===== src/rtl/prom_top_level.sv =====
// PROM-Pong top: PWM-DAC successive-approximation ADC plus score-digit decoder.
// Build option PROM_SEG_HEX_EN adds hex glyphs A..F for bcd 10..15.
module prom_top_level #(
  parameter int ADC_BITS       = 7,
  parameter int SETTLE_PERIODS = 4
) (
  input  logic                CLK,
  input  logic                Reset,
  input  logic                gtRef,
  output logic                DACout,
  output logic [ADC_BITS-1:0] ADCout,
  input  logic [3:0]          bcd,
  output logic [6:0]          segOut
);

  localparam int PW = (SETTLE_PERIODS > 1) ?
                      $clog2(SETTLE_PERIODS) : 1;
  localparam int IW = (ADC_BITS > 1) ? $clog2(ADC_BITS) : 1;

  localparam logic [ADC_BITS-1:0] MSB_CODE =
    {1'b1, {(ADC_BITS-1){1'b0}}};
  localparam logic [ADC_BITS-1:0] PWM_MAX  = '1;
  localparam logic [PW-1:0]       PER_LAST = PW'(SETTLE_PERIODS-1);
  localparam logic [IW-1:0]       IDX_TOP  = IW'(ADC_BITS-1);

  logic                gt_meta;
  logic                gt_sync;
  logic [ADC_BITS-1:0] pwm_cnt;
  logic [PW-1:0]       per_cnt;
  logic [IW-1:0]       bit_idx;
  logic [ADC_BITS-1:0] trial_code;

  logic [PW-1:0]       per_nxt;
  logic [IW-1:0]       idx_nxt;
  logic [ADC_BITS-1:0] code_nxt;
  logic [ADC_BITS-1:0] bit_mask;
  logic [ADC_BITS-1:0] decided;
  logic                period_end;
  logic                trial_end;
  logic                conv_end;

  // gtRef is asynchronous to CLK
  always_ff @(posedge CLK or negedge Reset) begin
    if (!Reset) begin
      gt_meta <= 1'b0;
      gt_sync <= 1'b0;
    end else begin
      gt_meta <= gtRef;
      gt_sync <= gt_meta;
    end
  end

  always_ff @(posedge CLK or negedge Reset) begin
    if (!Reset) begin
      pwm_cnt    <= '0;
      per_cnt    <= '0;
      bit_idx    <= IDX_TOP;
      trial_code <= MSB_CODE;
    end else begin
      pwm_cnt    <= pwm_cnt + 1'b1;
      per_cnt    <= per_nxt;
      bit_idx    <= idx_nxt;
      trial_code <= code_nxt;
    end
  end

  always_comb begin
    period_end = (pwm_cnt == PWM_MAX);
    trial_end  = period_end && (per_cnt == PER_LAST);
    conv_end   = trial_end && (bit_idx == '0);
    bit_mask   = ADC_BITS'(1) << bit_idx;
    decided    = gt_sync ? trial_code : (trial_code & ~bit_mask);
  end

  always_comb begin
    per_nxt  = per_cnt;
    idx_nxt  = bit_idx;
    code_nxt = trial_code;
    if (period_end)
      per_nxt = (per_cnt == PER_LAST) ? '0 : per_cnt + PW'(1);
    if (conv_end) begin
      idx_nxt  = IDX_TOP;
      code_nxt = MSB_CODE;
    end else if (trial_end) begin
      idx_nxt  = bit_idx - 1'b1;
      code_nxt = decided | (bit_mask >> 1);
    end
  end

  // Result is published only once the LSB has been decided
  always_ff @(posedge CLK or negedge Reset) begin
    if (!Reset) begin
      DACout <= 1'b0;
      ADCout <= '0;
    end else begin
      DACout <= (pwm_cnt < trial_code);
      if (conv_end)
        ADCout <= decided;
    end
  end

  always_comb begin
    segOut = 7'h7F;
    case (bcd)
      4'd0:  segOut = 7'h40;
      4'd1:  segOut = 7'h79;
      4'd2:  segOut = 7'h24;
      4'd3:  segOut = 7'h30;
      4'd4:  segOut = 7'h19;
      4'd5:  segOut = 7'h12;
      4'd6:  segOut = 7'h02;
      4'd7:  segOut = 7'h78;
      4'd8:  segOut = 7'h00;
      4'd9:  segOut = 7'h10;
`ifdef PROM_SEG_HEX_EN
      4'd10: segOut = 7'h08;
      4'd11: segOut = 7'h03;
      4'd12: segOut = 7'h46;
      4'd13: segOut = 7'h21;
      4'd14: segOut = 7'h06;
      4'd15: segOut = 7'h0E;
`endif
      default: segOut = 7'h7F;
    endcase
  end

endmodule


===== config.mk =====
export PLATFORM = sky130hd
export DESIGN_NAME = prom_top_level
export DESIGN_NICKNAME = d
export VERILOG_FILES = /design/src/rtl/prom_top_level.sv
export SDC_FILE = /design/constraint.sdc
export NUM_CORES = 1
export LEC_CHECK = 0
export ABC_AREA = 1
export CORE_MARGIN = 3
export CORE_UTILIZATION = 49
export CTS_BUF_LIST = sky130_fd_sc_hd__clkbuf_8 sky130_fd_sc_hd__clkbuf_16
export DETAILED_ROUTE_END_ITERATION = 7
export GPL_ROUTABILITY_DRIVEN = 0
export PLACE_DENSITY = 0.75
export SETUP_SLACK_MARGIN = 0.15
export SLEW_MARGIN = 20
export SYNTH_ARGS = -nofsm -noshare
export SYNTH_HDL_FRONTEND = slang
export SYNTH_SLANG_ARGS = --single-unit

===== constraint.sdc =====
create_clock -name CLK -period 1.3 [get_ports CLK]
set_input_delay 0.26 -clock CLK [delete_from_list [all_inputs] [get_ports CLK]]
set_output_delay 0.26 -clock CLK [all_outputs]
set_load 0.01 [all_outputs]

; Word level (Yosys, flattened, before mapping)
; Memories as Yosys holds them, arrays and structs flattened.
; Cells that the tools add are included.
[classes]
addsub = 3
n_lt_le_gt_ge = 1
eq_ne = 2
shift = 1
mux = 6
bitwise_logic = 3
n_reduce_logical = 4
[op_table]
columns = op, count
row1 = 7-bit two-way mux, 3
row2 = 7-bit by 1-bit adder with 7-bit output (second input constant), 1
row3 = 7-bit bitwise AND, 1
row4 = 7-bit equality test (second input constant), 1
row5 = 7-bit < comparator, 1
row6 = 7-bit inverter, 1
row7 = 7-bit by 6-bit bitwise OR with 7-bit output, 1
row8 = 1-bit by 3-bit << shifter with 7-bit output (first input constant), 1
row9 = 3-bit two-way mux, 2
row10 = 3-bit zero test, 1
row11 = 3-bit by 1-bit subtractor with 3-bit output (second input constant), 1
row12 = 2-bit by 1-bit adder with 2-bit output (second input constant), 1
row13 = 2-bit equality test (second input constant), 1
row14 = 1-bit logical AND, 2
row15 = 2-bit two-way mux, 1
row16 = 2-bit nonzero test, 1
[totals]
register_bits = 29
romBits = 112
inputBits = 7
out_inout_bits = 15
elab_cells = 29
mem_count = 1
[mem_list]
columns = memory, words, word_bits, rd, rd_clocked_by_memory_dff, write_ports, line
row1 = (no name shown), 16, 7, 1, 0, 0, 104  ; case (bcd)

; Depth between registers and ports, before layout
; Gate-level depths: netlist of the first run.
[logic_depth]
word_depth = 7
ltp_mapped = 8
depth_no_buf = 7

; Worst setup path before layout of the first run
; Ideal clock, no wire load.
[synth_timing]
path_type = reg-to-reg
start = register bit_idx[1]
end = register trial_code[2]
setup_ns = 0.065
t_arrival_ns = 1.308
required_time_ns = 1.235
setup_slack_ns = -0.073
path_stages_with_launch = 9
n_path_buf = 1
synth_period_minus_slack_ns = 1.373
cell_sequence = dfstp_2 -> inv_1 -> ha_1 -> inv_1 -> nor2_1 -> buf_4 -> inv_1 -> nand3_1 -> nand2_1
[synth_between]
elab_chain_cells = 7
word_cells_on_any_way = 10
classes_between = shift: 1 / mux: 3 / bitwise: 3 / reduce/logical: 3
[synth_rtl]
columns = item, line
row1 = "start, declared", 30  ; logic [IW-1:0] bit_idx;
row2 = "start signal, assigned", 62  ; bit_idx <= idx_nxt;
row3 = 1-bit by 3-bit << shifter with 7-bit output, 71  ; bit_mask = ADC_BITS'(1) << bit_idx;
row4 = 7-bit inverter, 72  ; decided = gt_sync ? trial_code : (trial_code & ~bit_mask);
row5 = 7-bit bitwise AND, 72
row6 = 7-bit two-way mux, 72
row7 = 7-bit by 6-bit bitwise OR with 7-bit output, 86  ; code_nxt = decided | (bit_mask >> 1);
row8 = 7-bit two-way mux, 84  ; end else if (trial_end) begin
row9 = 7-bit two-way mux, 81  ; if (conv_end) begin
row10 = "end signal, assigned", 63  ; trial_code <= code_nxt;
row11 = "end, declared", 31  ; logic [ADC_BITS-1:0] trial_code;
; Several ways; a longest one is shown, not always the timed one. The select of a mux whose other input is x is not followed.
; A chain may end at the register's enable or synchronous reset.

; Worst setup path after layout of the first run
[layout_timing]
start = register pwm_cnt[0]
end = register trial_code[0]
[layout_between]
elab_chain_cells = 4
word_cells_on_any_way = 5
classes_between = eq/ne: 1 / mux: 1 / reduce/logical: 3
[layout_rtl]
columns = item, line
row1 = "start, declared", 28  ; logic [ADC_BITS-1:0] pwm_cnt;
row2 = "start signal, assigned", 60  ; pwm_cnt <= pwm_cnt + 1'b1;
row3 = 7-bit equality test (*), 68  ; period_end = (pwm_cnt == PWM_MAX);
row4 = 1-bit logical AND (*), 69  ; trial_end = period_end && (per_cnt == PER_LAST);
row5 = 1-bit logical AND, 70  ; conv_end = trial_end && (bit_idx == '0);
row6 = 7-bit two-way mux / 2-bit nonzero test (equally long branches), -
; Every way passes the cells marked *; elsewhere a longest branch is shown, timed or not.

==> results of run 1 <==
layer usage:
metal | vias up | track usage (%) | wire (µm)
met2 | 45 | 35.2 | 2170
met1 | 773 | 26.4 | 1940
li1 | 768 | - | -
met3 | 8 | 4.44 | 216
met5 | - | 0 | 0
met4 | 0 | 9.07 | 71
logic make-up after synthesis:
logic type	after synthesis	share of synthesized area, %
compound gates	20	6.57
flops	29	42.6
buf+inv	34	8.18
xor+xnor	5	2.56
fa+ha+maj	18	13.1
simple gates	104	27.0
cell type report:
| type | instances | area [µm²] | share of cell area (%) |
|---|---|---|---|
| clock buffer | 6 | 82.6 | 3.22 |
| clock inverter | 2 | 7.51 | 0.293 |
| tap | 44 | 55.1 | 2.15 |
| sequential | 29 | 731 | 28.5 |
| inverter | 31 | 143 | 5.57 |
| timing repair buffer | 46 | 388 | 15.1 |
| multi-input combinational | 148 | 1150 | 45.1 |
registers in the layout (all words and copies together) (netlist names):
signal and count:
per_cnt 2, gt_sync 1, DACout 1, bit_idx 3
gt_meta 1, ADCout 7, trial_code 7, pwm_cnt 7
final timing paths:
path | to
max | trial_code[0]
min | pwm_cnt[2]
max reg2reg | trial_code[0]
min reg2reg | gt_sync
max in group asynchronous | trial_code[6]
min in group CLK | gt_sync
power by group:
| group | internal [mW] | switching [mW] |
|---|---|---|
| clock network | 0.415 | 0.331 |
| logic | 0.0974 | 0.111 |
| registers | 0.906 | 0.00182 |
| total | 1.42 | 0.444 |
metrics by stage:
stage / setup WS (ns) / instances / TNS, ns
after detailed placement: -0.839 / 289 / -6.00
after CTS: -0.000453 / 302 / -0.000659
after global placement: -0.830 / 289 / -5.66
after floorplan: 0.0670 / 210 / 0
after global routing: -0.145 / 306 / -1.49
final: -0.0807 / 306 / -0.260
timing repair:
action | 4_1_cts | 5_1_grt
gates cloned | 1 | 0
pin swaps | 15 | 11
gates resized for setup | 123 | 38
endpoints found under the setup margin | 36 | 35
buffers inserted | 4 | 4
synth_stat cells:
cell / instances / area (µm²)
o211ai_1: 1 / 7.51
dfstp_2: 3 / 78.8
nor2_8: 1 / 20.0
dfrtp_1: 26 / 651
a31oi_1: 2 / 12.5
nor3_1: 1 / 5.00
nand2_2: 2 / 12.5
nand2_1: 66 / 248
o21bai_1: 3 / 22.5
nor2_4: 1 / 11.3
buf_4: 1 / 7.51
buf_6: 1 / 11.3
xor2_1: 5 / 43.8
nor2_2: 1 / 6.26
nand3_2: 1 / 10.0
o21ai_0: 11 / 55.1
nand3b_1: 1 / 7.51
ha_1: 18 / 225
buf_2: 1 / 5.00
nor2_1: 7 / 26.3
inv_1: 31 / 116
a21oi_1: 3 / 15.0
nand3_1: 23 / 115
==> results.yml, run 1 <==
status:
  status: "finished, violations left"
  violations: "negative setup slack"
logic_synthesis:
  synth.distinct_cells: 23
  ys_ff_latch: 29
  syn_inst: 210
  avgSynthCellArea_um2: 8.16
  syn-num-nets: 235
  netlist_area_um2: 1710
  ys_warn_count: 0
  ys_seq_area_share_pct: 42.6
timing:
  slew_viol_final: 0
  rsz0062_at_grt: "yes"
  whs_ns: 0.341
  fmax_mhz: 724
  slew_headroom_pct: 83.1
  skew_ns: 0.00757
  fin_crit_sh_pct: 106
  fin_crit_ns: 1.38
  final-setup-viol-count: 12
  hold_viol: 0
  tightest_slew_ns: 0.253
  fin_ws_ns: -0.0807
die:
  row_count: 20
  coreArea_um2: 3200
  die_h_um: 65.1
  start_util_pct: 53.5
  die_w_um: 65.1
  io_pins: 22
  die_area_um2: 4240
clock_network:
  numCtsBuffers: 5
  root_buffer: "clkbuf_8"
  cts_hold_buf: 0
  clock_path_buffers: 2
  clock_sinks: 29
  path_clk_slew_ns: 0.06
  clkLatencyLatePin_ns: 0.28
  htree_levels: 2
  cts_tree: "yes"
cells_and_area:
  n_fill_cell: 201
  utilization_pct: 80.0
  syn_to_final_growth_pct: 49.5
  drive_gt1_share_pct: 42.7
  n_antenna_cell: 0
  final_cell_mix: "nand2_1 (58), dfrtp_1 (25), inv_1 (23)"
  finish.instance_area_um2: 2560
  layout.cells.most_common: "nand2_1"
  fin_nets: 286
drt:
  drc: 0
  routed_wl_mm: 4.40
  viasPerCell: 5.21
  routedWlPerCell_um: 14.4
  ant_nets: 0
  drt-initial-drc-count: 103
  vias: 1594
  firstDrtPassIters: 4
worst_setup_path:
  cp-end-kind: "flip-flop"
  required_ns: 1.46
  path_delay_family: "simple AND/OR/NAND/NOR gates"
  worstPathCellList: "ha_4 -> nand3_2 -> nor2_4 -> buf_4 -> nand2_4 -> nand2_1 -> nand2_1"
  cp_max_fo: 10
  crit_buf_inv: 1
  r2r_cells: 7
  path_depth: 7
  slowest_stage: "dfrtp_1"
  max_stage_delay_ns: 0.39
  cp.arrival_ns: 1.54
  worstSetupPathType: "flip-flop to flip-flop"
  reg2reg_from: "pwm_cnt[0]"
  rrSetupSlack_ns: -0.08
  crit_path_frequent_cell: "nand2_1"
  crit_start: "pwm_cnt[0]"
  start_kind: "flip-flop"
placed_design:
  portBuffers: 21
  hpwl_mm: 2.56
  placed_area_um2: 2130
pwr:
  ir_worst_vdd_mv: 0.620
  power_leakage_nw: 1.33
  power.total_mw: 1.86
  power_density_nw_per_um2: 727
grt:
  grt_start_max_net_pins: 30
  antenna_found_initial: 0
  grt_pass1_vias: 1573
  overflow: 0
  grt_pass1_wl_mm: 6.86
  track_usage_pct: 21.1
job:
  maxCapViolations: 0
min_path:
  hp-class: "primary input to asynchronous set/reset pin"
No activity file was read; power rests on OpenSTA's default activity.
==> run 2, diff against run 1 <==
--- a/config.mk
+++ b/config.mk
@@ -10,7 +10,6 @@
 export CORE_UTILIZATION = 49
 export CTS_BUF_LIST = sky130_fd_sc_hd__clkbuf_8 sky130_fd_sc_hd__clkbuf_16
 export DETAILED_ROUTE_END_ITERATION = 7
-export GPL_ROUTABILITY_DRIVEN = 0
 export PLACE_DENSITY = 0.75
 export SETUP_SLACK_MARGIN = 0.15
 export SLEW_MARGIN = 20
==> results of run 2 <==
The final DEF is identical to that of run 1; final timing and power are the same.
